### config.mk
export PLATFORM = sky130hd
export DESIGN_NAME = fp_mul_post
export DESIGN_NICKNAME = d
export VERILOG_FILES = /design/src/rtl/fp_mul_pkg.sv /design/src/rtl/fp_fifo.sv /design/src/rtl/fp_mul_post.sv
export SDC_FILE = /design/constraint.sdc
export NUM_CORES = 1
export LEC_CHECK = 0
export CORE_UTILIZATION = 55
export DETAILED_ROUTE_END_ITERATION = 8
export PLACE_DENSITY = 0.89
export SYNTH_ARGS = -nofsm -noshare
export SYNTH_HDL_FRONTEND = slang
export SYNTH_SLANG_ARGS = --single-unit
### constraint.sdc
create_clock -name clk -period 2.5 [get_ports clk]
set_clock_uncertainty 0.05 [all_clocks]
set_input_delay 0.5 -clock clk [delete_from_list [all_inputs] [get_ports clk]]
set_output_delay 0.5 -clock clk [all_outputs]
set_load 0.05 [all_outputs]
### src/rtl/fp_mul_pkg.sv
// Shared definitions for the multiplier output stage.
//   FP_EXP_MAX : all-ones single-precision exponent (infinity / NaN)
//   FLAG_*     : bit positions inside the 3-bit result flag vector
//   fp_entry_t : one buffered result, fixed-up data plus its flags
package fp_mul_pkg;

    localparam logic [7:0] FP_EXP_MAX = 8'hFF;

    localparam int unsigned FLAG_OVF  = 0;
    localparam int unsigned FLAG_UNF  = 1;
    localparam int unsigned FLAG_ZERO = 2;

    typedef struct packed {
        logic [31:0] data;
        logic [2:0]  flags;
    } fp_entry_t;

endpackage

### src/rtl/fp_fifo.sv
// Generic synchronous FIFO of fp_entry_t with circular pointers and an
// occupancy counter.
// Ports:
//   clk, rst       : clock, synchronous active-high reset
//   push, wr_entry : write request and entry (ignored when full)
//   pop            : read request (ignored when empty)
//   rd_entry       : entry at the head (raw storage, not masked)
//   full, empty    : occupancy status
module fp_fifo
    import fp_mul_pkg::*;
#(
    parameter int unsigned DEPTH = 4
) (
    input  logic      clk,
    input  logic      rst,
    input  logic      push,
    input  fp_entry_t wr_entry,
    input  logic      pop,
    output fp_entry_t rd_entry,
    output logic      full,
    output logic      empty
);

    localparam int unsigned PTR_W = $clog2(DEPTH);
    localparam int unsigned CNT_W = PTR_W + 1;

    fp_entry_t          mem [DEPTH];
    logic [PTR_W-1:0]   wr_ptr;
    logic [PTR_W-1:0]   rd_ptr;
    logic [CNT_W-1:0]   count;
    logic               do_push;
    logic               do_pop;

    assign full     = (count == CNT_W'(DEPTH));
    assign empty    = (count == '0);
    assign do_push  = push && !full;
    assign do_pop   = pop && !empty;
    assign rd_entry = mem[rd_ptr];

    // Storage needs no reset; empty masks stale contents downstream.
    always_ff @(posedge clk) begin
        if (do_push) begin
            mem[wr_ptr] <= wr_entry;
        end
    end

    always_ff @(posedge clk) begin
        if (rst) begin
            wr_ptr <= '0;
            rd_ptr <= '0;
            count  <= '0;
        end else begin
            if (do_push) begin
                wr_ptr <= wr_ptr + PTR_W'(1);
            end
            if (do_pop) begin
                rd_ptr <= rd_ptr + PTR_W'(1);
            end
            if (do_push && !do_pop) begin
                count <= count + CNT_W'(1);
            end else if (do_pop && !do_push) begin
                count <= count - CNT_W'(1);
            end
        end
    end

endmodule

### src/rtl/fp_mul_post.sv
// Output stage after the single-precision multiplier: applies exception
// fix-up (overflow -> signed infinity, underflow -> signed zero), buffers
// results in a FIFO and keeps saturating exception counters.
// Ports:
//   clk, rst                      : clock, synchronous active-high reset
//   in_valid/in_ready             : input handshake
//   in_result/in_overflow/in_underflow : raw multiplier output
//   out_valid/out_ready           : output handshake
//   out_data/out_flags            : head result and flags {zero,unf,ovf}
//   clr_count                     : synchronous clear of both counters
//   ovf_count/unf_count           : saturating exception counters
module fp_mul_post
    import fp_mul_pkg::*;
#(
    parameter int unsigned DEPTH = 4,
    parameter int unsigned CNT_W = 16
) (
    input  logic             clk,
    input  logic             rst,
    input  logic             in_valid,
    output logic             in_ready,
    input  logic [31:0]      in_result,
    input  logic             in_overflow,
    input  logic             in_underflow,
    output logic             out_valid,
    input  logic             out_ready,
    output logic [31:0]      out_data,
    output logic [2:0]       out_flags,
    input  logic             clr_count,
    output logic [CNT_W-1:0] ovf_count,
    output logic [CNT_W-1:0] unf_count
);

    fp_entry_t fix_entry;
    fp_entry_t head_entry;
    logic      push;
    logic      pop;
    logic      full;
    logic      empty;

    // Overflow takes precedence so an illegal double flag yields infinity.
    always_comb begin
        fix_entry = '0;
        if (in_overflow) begin
            fix_entry.data            = {in_result[31], FP_EXP_MAX, 23'h0};
            fix_entry.flags[FLAG_OVF] = 1'b1;
        end else if (in_underflow) begin
            fix_entry.data            = {in_result[31], 31'h0};
            fix_entry.flags[FLAG_UNF] = 1'b1;
        end else begin
            fix_entry.data = in_result;
        end
        fix_entry.flags[FLAG_ZERO] = (fix_entry.data[30:0] == '0);
    end

    assign in_ready  = !full;
    assign push      = in_valid && in_ready;
    assign out_valid = !empty;
    assign pop       = out_valid && out_ready;
    assign out_data  = out_valid ? head_entry.data  : '0;
    assign out_flags = out_valid ? head_entry.flags : '0;

    fp_fifo #(
        .DEPTH (DEPTH)
    ) u_fifo (
        .clk      (clk),
        .rst      (rst),
        .push     (push),
        .wr_entry (fix_entry),
        .pop      (pop),
        .rd_entry (head_entry),
        .full     (full),
        .empty    (empty)
    );

    always_ff @(posedge clk) begin
        if (rst || clr_count) begin
            ovf_count <= '0;
            unf_count <= '0;
        end else if (push) begin
            if (fix_entry.flags[FLAG_OVF] && (ovf_count != '1)) begin
                ovf_count <= ovf_count + CNT_W'(1);
            end
            if (fix_entry.flags[FLAG_UNF] && (unf_count != '1)) begin
                unf_count <= unf_count + CNT_W'(1);
            end
        end
    end

endmodule

==> results summary <==
Excluding fillers, the count of instances in the completed layout stands at 846. The number of CTS-inserted buffers came out at 17. The number of buffers and inverters on the critical path is 2. The initial standard-cell utilization of the core is 0.562. Clock latency on the worst-skew pair, taken at its later pin, is 0.42 ns.

The residual antenna-violating net count after detailed routing came out at 0. Pin placement for this block handled 108 I/O pins. The minimum clock period after layout is 2.46 ns.

The via count of the first global-routing pass is 5183. The hold violation count in the final report is 0. Max-cap violations in this run came to 0. The most used flip-flop cell after synthesis is sky130_fd_sc_hd__edfxtp_1.

The fraction of the cycle the final worst path needs is 0.982. The number of nets in the synthesized netlist is 580. The top cell types in the final layout, fill and taps aside, are 140 x sky130_fd_sc_hd__edfxtp_1, 70 x sky130_fd_sc_hd__clkdlybuf4s50_1, 42 x sky130_fd_sc_hd__and2_1, 42 x sky130_fd_sc_hd__buf_12, 40 x sky130_fd_sc_hd__dfxtp_1. The overall overflow remaining after global route is 0.

The number of vias per cell is 6.25. Clock tree synthesis selected as its root buffer the cell sky130_fd_sc_hd__clkbuf_16. The die covers 0.0147 mm². The post-synth design cell area came out at 0.00780 mm². The netlist uses 44 different library cells.

The post-place setup slack came out at 0.0356 ns. The area of the core region came out at 0.0139 mm². After synthesis, the share of flip-flops with an asynchronous set or reset is 0.

The number of flops mapped to enable cells by yosys came out at 140. In the final layout, the share of cells above drive strength 1 is 0.230. At the worst endpoint, the arrival time is 1.91 ns. Traced cell by cell, the critical path runs through buf_12 -> mux4_2 -> and2_4 -> buf_12. Synthesis produced a netlist whose cell count is 533. Setup repair after global routing could not meet its margin everywhere. The count of state elements after synthesis came out at 181. The area share of the largest cell type after synthesis came out at 0.539.

The mean instance size in the synthesized netlist is 14.6 µm². The run finished with clean final reports. The largest individual stage delay along the critical path comes from the cell sky130_fd_sc_hd__mux4_2. The number of H-tree levels came out at 4. The diode insertion count for antenna repair is 0. The most common cell after layout, fill and taps aside is sky130_fd_sc_hd__edfxtp_1.

For this run, the register share of the synthesized area comes to 0.644. After routing the design area is 0.0102 mm². The number of input and output port buffers inserted is 107. The critical path is of the reg -> out type. The cell leakage power is 3.46 nW. The setup TNS is 0 ns.

The violation count after the first detailed-route iteration came out at 481. The element type at the critical path start is a flip-flop. After clock tree synthesis, the clock-pin slew on the worst setup and hold paths is 0.06 ns. The cell count after placement came out at 812. For met2 alone, demand over resource in global routing was 0.439. Summed over all nets, the half-perimeter wirelength after detailed placement is 11200 µm.

Sorting the synthesized cells by area gives the leading types as sky130_fd_sc_hd__edfxtp_1 54%, sky130_fd_sc_hd__dfxtp_1 11%, sky130_fd_sc_hd__mux4_2 10%. The final number of setup-violating endpoints came out at 0. The die outline width came out at 121 µm. For this run, global-route usage on met1 was measured as 0.307. The placer congestion estimate is 0.875. Dividing the detail-routed wire length by the instance count gives 21.4 µm. The final max-slew violation count came out at 0. During synthesis, Yosys emitted a total of 0 warnings. The worst hold path belongs to the class reg -> reg. Clock tree synthesis found a total of 181 sinks.

Counting stages on the worst path, the most repeated cell is sky130_fd_sc_hd__buf_12. At the pin with the least slew margin, the transition time is 0.668 ns. TritonCTS built the clock tree. The met3 demand-to-capacity share in global routing came out at 0.0583. The minimum setup slack in the final design came out at 0.0440 ns. The number of antenna violations at the first check in global routing came to 0.

The largest total area in the synthesized netlist belongs to sky130_fd_sc_hd__edfxtp_1. The cell area after placement came out at 0.00954 mm². The worst supply voltage drop on vdd came out at 0.534 mV. The aggregate global-route resource usage is 0.252.

For the worst setup path, the data required time is 1.95 ns. On the worst path, the slowest cell contributes a delay of 0.55 ns. The post-detailed-routing wire length is 18100 µm. The via count came out at 5287. The clock passes through at most 2 buffers.

In this design, the largest share of critical-path delay is due to multiplexers. The headroom to the max-slew limit is 0.548. met2 is the most crowded layer.

Measured along the y axis, the die boundary spans 121 µm. The number of rows in the core area came out at 43. The first global-routing pass estimated 27200 µm of wire. The power per standard cell area is 1130 mW/mm². The total of hold buffers inserted after clock tree synthesis is 0. The final routed DRC violation total came out at 0. The number of iterations in the first detailed-routing pass is 5. STA classifies the critical path endpoint as a primary output.

The net count of the finished layout is 700. The maximum number of pins on one net before global-route repair is 38. In this run the worst path has a maximum fanout of 10. The relative area change from synthesis to final layout is 31.3%. The highest clock rate came out at 407 MHz. The overall power of the completed layout came out at 11.6 mW.
worst register-to-register path, delay by kind of cell, from the launching register on:
family	cells	cell delay, ns
AND/OR/NAND/NOR	3	0.63
adder cells (fa/ha/maj)	2	0.55
flip-flops	1	0.44
buffers and inverters	2	0.25
XOR/XNOR	1	0.15
AO/OA/AOI/OAI	1	0.14
flip-flops by register name, indices dropped and copies added, names as in the netlist, named ones only:
signal         count
u_fifo.rd_ptr      2
unf_count         16
u_fifo.mem       140
ovf_count         16
u_fifo.count       3
u_fifo.wr_ptr      2
worst paths after layout:
| check | from | end | slack (ns) | cells after the start |
|---|---|---|---|---|
| max | flip-flop | out_data[14] | 0.04 | 4 |
| min | u_fifo.count[2]$_SDFFE_PP0P_ | u_fifo.count[2]$_SDFFE_PP0P_ | 0.46 | 2 |
| max reg2reg | u_fifo.count[1]$_SDFFE_PP0P_ | u_fifo.count[2]$_SDFFE_PP0P_ | 0.23 | 9 |
| min reg2reg | u_fifo.count[2]$_SDFFE_PP0P_ | u_fifo.count[2]$_SDFFE_PP0P_ | 0.46 | 2 |
what timing repair did:
action,4_1_cts,5_1_grt
cloned,0,2
gates resized for setup,6,18
buffers inserted,0,0
setup endpoints to repair,16,14
cell type report:
cell class | count | area [µm²]
clock inverter | 14 | 159
multi-input combinational | 319 | 2680
tap | 180 | 225
inverter | 7 | 26.3
fill | 803 | 3640
timing repair buffer | 127 | 1690
clock buffer | 18 | 429
sequential | 181 | 5030
through the flow:
| stage | hold WS, ns | util |
|---|---|---|
| final | 0.458 | 0.738 |
| after global placement | 0.420 | 0.687 |
| after floorplan | 0.412 | - |
| after detailed placement | 0.454 | 0.687 |
| after CTS | 0.466 | 0.731 |
| after global routing | 0.503 | 0.738 |
power breakdown:
group | total [mW] | switching, mW | leakage [nW] | internal [mW]
Clock | 2.65 | 1.09 | 0.276 | 1.56
Combinational | 5.20 | 2.71 | 1.55 | 2.49
Sequential | 3.71 | 0.134 | 1.63 | 3.57
metal layers:
| layer | wire [µm] | share of wire |
|---|---|---|
| met3 | 1110 | 0.061 |
| met1 | 7010 | 0.39 |
| met2 | 9600 | 0.53 |
| met4 | 393 | 0.022 |
| met5 | 0 | 0 |
cell usage after synthesis (all sizes together), types with 12 or more instances:
cell type	number
nand3	12
and2	61
o31ai	13
dfxtp	41
or3	15
nor4	13
mux4	35
nand2	22
a21oi	24
nor2	16
nand4	20
or4	13
edfxtp	140
clkbuf	16
cells by family after synthesis:
group	count (synthesis)	share of synthesized area
adder cells (fa/ha/maj)	8	0.0138
buffers and inverters	33	0.0184
XOR/XNOR	5	0.00561
multiplexers	43	0.111
AND/OR/NAND/NOR	198	0.153
AO/OA/AOI/OAI	65	0.0533
flip-flops	181	0.644
Power figures use the tool's default switching activity.
